--- config.mk ---
export PLATFORM = sky130hd
export DESIGN_NAME = vga_dither_out
export DESIGN_NICKNAME = d
export VERILOG_FILES = /design/src/rtl/vga_dither_out.sv
export SDC_FILE = /design/constraint.sdc
export NUM_CORES = 1
export LEC_CHECK = 0
export BUFFER_PORTS_ARGS = -buffer_cell sky130_fd_sc_hd__buf_2
export CAP_MARGIN = 40
export CORE_MARGIN = 4
export CORE_UTILIZATION = 39
export CTS_CLUSTER_SIZE = 12
export DETAILED_ROUTE_END_ITERATION = 16
export HOLD_SLACK_MARGIN = 0.12
export PLACE_DENSITY = 0.72
export SYNTH_ARGS = -nofsm -noshare
export SYNTH_HDL_FRONTEND = slang
export SYNTH_SLANG_ARGS = --single-unit
--- constraint.sdc ---
create_clock -name clk -period 1 [get_ports clk]
set_input_delay 0 -clock clk [delete_from_list [all_inputs] [get_ports clk]]
set_output_delay 0 -clock clk [all_outputs]
set_load 0.01 [all_outputs]
--- src/rtl/vga_dither_out.sv ---
// Registered VGA output stage: 2x2 ordered dither from 2-bit to 1-bit per channel,
// with optional per-frame pattern rotation and syncs delayed to stay aligned with colour.
module vga_dither_out #(
  parameter int TEMPORAL = 1
) (
  input  logic       clk,
  input  logic       reset,
  input  logic       hsync_n,
  input  logic       vsync_n,
  input  logic [5:0] rgb,
  input  logic [9:0] hpos,
  input  logic [9:0] vpos,
  input  logic       i_dither_en,
  output logic       o_hsync_n,
  output logic       o_vsync_n,
  output logic [2:0] o_rgb,
  output logic [1:0] o_frame
);

  localparam logic ROTATE = (TEMPORAL != 0);

  logic [1:0] frame;
  logic       vs_prev;
  logic       armed;
  logic       dith_q;
  logic       frame_edge;

  logic [5:0] s1_rgb;
  logic [1:0] s1_t;
  logic       s1_hs;
  logic       s1_vs;
  logic       s1_dith;

  logic       px;
  logic       py;
  logic [1:0] thr;
  logic       unused_pos;

  assign unused_pos = ^{hpos[9:1], vpos[9:1]};

  // armed blocks a false edge when vsync_n is already low as reset releases
  assign frame_edge = armed & vs_prev & ~vsync_n;

  assign px  = hpos[0] ^ (frame[0] & ROTATE);
  assign py  = vpos[0] ^ (frame[1] & ROTATE);
  assign thr = {px & py, px ^ py};

  function automatic logic dith_bit(input logic [1:0] c, input logic [1:0] t, input logic d);
    return d ? (c > t) : c[1];
  endfunction

  always_ff @(posedge clk or posedge reset) begin
    if (reset) begin
      frame   <= 2'd0;
      vs_prev <= 1'b1;
      armed   <= 1'b0;
      dith_q  <= 1'b1;
    end else begin
      vs_prev <= vsync_n;
      armed   <= armed | vsync_n;
      if (frame_edge) begin
        frame  <= frame + 2'd1;
        dith_q <= i_dither_en;
      end
    end
  end

  always_ff @(posedge clk or posedge reset) begin
    if (reset) begin
      s1_rgb  <= 6'd0;
      s1_t    <= 2'd0;
      s1_hs   <= 1'b1;
      s1_vs   <= 1'b1;
      s1_dith <= 1'b1;
    end else begin
      s1_rgb  <= rgb;
      s1_t    <= thr;
      s1_hs   <= hsync_n;
      s1_vs   <= vsync_n;
      s1_dith <= dith_q;
    end
  end

  always_ff @(posedge clk or posedge reset) begin
    if (reset) begin
      o_rgb     <= 3'd0;
      o_hsync_n <= 1'b1;
      o_vsync_n <= 1'b1;
    end else begin
      o_rgb     <= {dith_bit(s1_rgb[5:4], s1_t, s1_dith),
                    dith_bit(s1_rgb[3:2], s1_t, s1_dith),
                    dith_bit(s1_rgb[1:0], s1_t, s1_dith)};
      o_hsync_n <= s1_hs;
      o_vsync_n <= s1_vs;
    end
  end

  assign o_frame = frame;

endmodule
==> run_results.csv <==
group,metric,value,unit
floorplanning,die_w,52.7,um
route,firstDrtPassIters,1,
critical_path,path_max_fanout,2,
critical_path,cp_top_family,"flip-flops",
floorplanning,die_h,52.7,um
floorplanning,start_util,0.432,
clock_tree,numCtsBuffers,3,
synthesis,synth_fp_nets,96,
critical_path,cp.arrival,1.26,ns
global_route,grt_pass1_vias,572,
global_route,grt_usage,0.116,
timing,period_share,1.07,
critical_path,path_cells,"ha_1 -> a21oi_2 -> o22ai_2",
placement,port_buffers,19,
global_route,grt_max_degree,21,
global_route,grt_pass1_wl,2.36,mm
timing,rsz0062_at_grt,"yes",
power,switching_share,0.279,
route,viasPerCell,4.26,
clock_tree,cts-root-buf,"clkbuf_4",
finish,drive_above_1_share,0.412,
clock_tree,cts.sinks,20,
timing,finClkSkew,0.00164,ns
critical_path,reg2regPathDepth,3,
run,maxCapViolations,0,
critical_path,critPathRequiredTime,1.19,ns
finish,fin_nets,136,
synthesis,syn_inst,58,
timing,setup_viol,4,
power,intPower,1.85,mW
floorplanning,row_count,15,
critical_path,slowest_stage,"dfrtp_1",
route,wl,1.33,mm
timing,slew_headroom,0.839,
critical_path,cp-start-kind,"register",
global_route,grt.overflow.total,0,
timing,finalMaxSlewViolations,0,
clock_tree,clk_latency,0.29,ns
synthesis,ys_seq_elements,20,
placement,placed_cells,105,
clock_tree,clk_pin_slew_worst_paths,0.11,ns
placement,dp_hpwl,874,um
power,combPwrFrac,0.326,
synthesis,synth_area,778,um2
min_path,hold_path.class,"in2async",
finish,area_growth,47.4,%
power,seqPwrFrac,0.420,
timing,hold_viol_final,0,
timing,fmax,935,MHz
status,violations,"negative setup slack",
timing,min_period,1.07,ns
critical_path,crit_cells,3,
clock_tree,htree_levels,1,
route,drtIter0Drc,0,
finish,final_util,0.637,
power,p_clk_frac,0.255,
critical_path,critPathKind,"reg2reg",
placement,place.gp.congestion,0.828,
critical_path,cpPeakStageDelay,0.41,ns
clock_tree,clockBufferDepth,2,
critical_path,cp_num_buf_inv,0,
synthesis,synth_warnings,0,
finish,final_cells,122,
global_route,antenna_found_initial,0,
finish,n_antenna_cell,0,
status,status,"finished with violations",
route,ant_nets,0,
timing,fin_tns_setup,-0.158,ns
power,ir_worst_vdd,1.65,mV
power,switchingPower,0.715,mW
clock_tree,cts_tree,"done",
floorplanning,num_io_pins,38,
timing,tightest_slew,0.242,ns
critical_path,crit_path_end_kind,"register",
route,drc_errors,0,
synthesis,seq_area_frac_synth,0.653,
power,power_density,2230,nW/um2
route,vias,520,
route,wire_per_inst,10.9,um
synthesis,syn_area_per_cell,13.4,um2
timing,setup_slack,-0.0693,ns
power,power_leakage,0.570,nW
synthesis,ys_types,13,
floorplanning,dieArea,2770,um2
floorplanning,core,1800,um2
placed cells by master (no fill, tap or decap), drive strengths merged, types with 3 or more instances in the layout:
cell type and n:
buf 23, inv 11, dfstp 6, a21oi 3, nand2 6, clkbuf 3, ha 7, o22ai 3
dlygate4sd3 12, dfrtp 14
power groups by stage:
stage          registers [mW]  logic, mW  clock network [mW]
6_report                 1.08      0.836               0.653
2_1_floorplan            1.13      0.332                   0
4_1_cts                  1.07      0.734               0.662
3_3_place_gp             1.07      0.621                   0
3_5_place_dp             1.08      0.657                   0
5_1_grt                  1.10      0.953               0.713
worst reg2reg max path: cells and delay by family (launching register included):
kind | cells | cell delay (ns)
flip-flops | 1 | 0.41
adder cells (fa/ha/maj) | 1 | 0.31
AO/OA/AOI/OAI | 2 | 0.25
layout make-up:
cell class | instances | area [um2]
multi-input cells | 27 | 249
flip-flops and latches | 20 | 508
fillers | 148 | 654
inverters | 11 | 41.3
clock inverters | 1 | 30.0
clock buffers | 3 | 22.5
repair buffers | 35 | 265
well taps | 25 | 31.3
worst paths after layout:
path / startpoint / to / slack, ns
hold / removal: reset / s1_rgb[2] / 0.26
min in group clk: rgb[4] / s1_rgb[4] / 0.34
setup reg to reg: s1_rgb[1] / o_rgb[0] / -0.07
setup / recovery: s1_rgb[1] / o_rgb[0] / -0.07
hold reg to reg: s1_hs / o_hsync_n / 0.37
max in group asynchronous: reset / o_vsync_n / 0.48
stage by stage:
| stage | setup slack (ns) | instance area (um2) | hold slack (ns) | power [mW] |
|---|---|---|---|---|
| after floorplan | 0.00299 | 778 | -0.0406 | 1.47 |
| after global placement | -0.0117 | 927 | 0.0291 | 1.69 |
| after detailed placement | -0.0663 | 927 | 0.0365 | 1.74 |
| after CTS | -0.0408 | 1110 | 0.253 | 2.46 |
| after global routing | -0.107 | 1150 | 0.302 | 2.76 |
| final | -0.0693 | 1150 | 0.256 | 2.56 |
flip-flops by register name, summed over array words and instances, names as in the netlist, 2 cells and up:
signal and count:
o_frame 2, o_rgb 3, s1_rgb 6, s1_t 2
cells in the mapped netlist (all sizes together):
cell type	number	share of area
xnor2	2	0.023
nand4b	1	0.011
or2	1	0.0080
dfstp	6	0.20
xor2	2	0.023
nand2	6	0.029
mux2	1	0.019
nand3b	1	0.026
o22ai	3	0.024
dfrtp	14	0.45
ha	7	0.11
a21oi	3	0.019
inv	11	0.053
cells by family (layout without fill, tap and decap cells):
family          count (synthesis)  after routing  share of synthesized area
flops                          20             20                      0.653
buf+inv                        11             50                     0.0531
simple gates                    9              9                     0.0740
fa+ha+maj                       7              7                      0.113
compound gates                  6              6                     0.0434
xor+xnor                        4              4                     0.0450
mux                             1              1                     0.0193
metal layers:
metal	share of wire	GRT usage
met5	0	0
met4	0	0.0383
met3	0.041	0.0256
met2	0.58	0.209
met1	0.37	0.133
what timing repair did:
action | in CTS | in global routing
hold buffers | 12 | 0
pin swaps | 2 | 0
endpoints found under the setup margin | 4 | 6
resized for setup | 3 | 6
hold endpoints to repair | 34 | 0
setup buffers | 0 | 1
(Power assumes the default switching activity.)
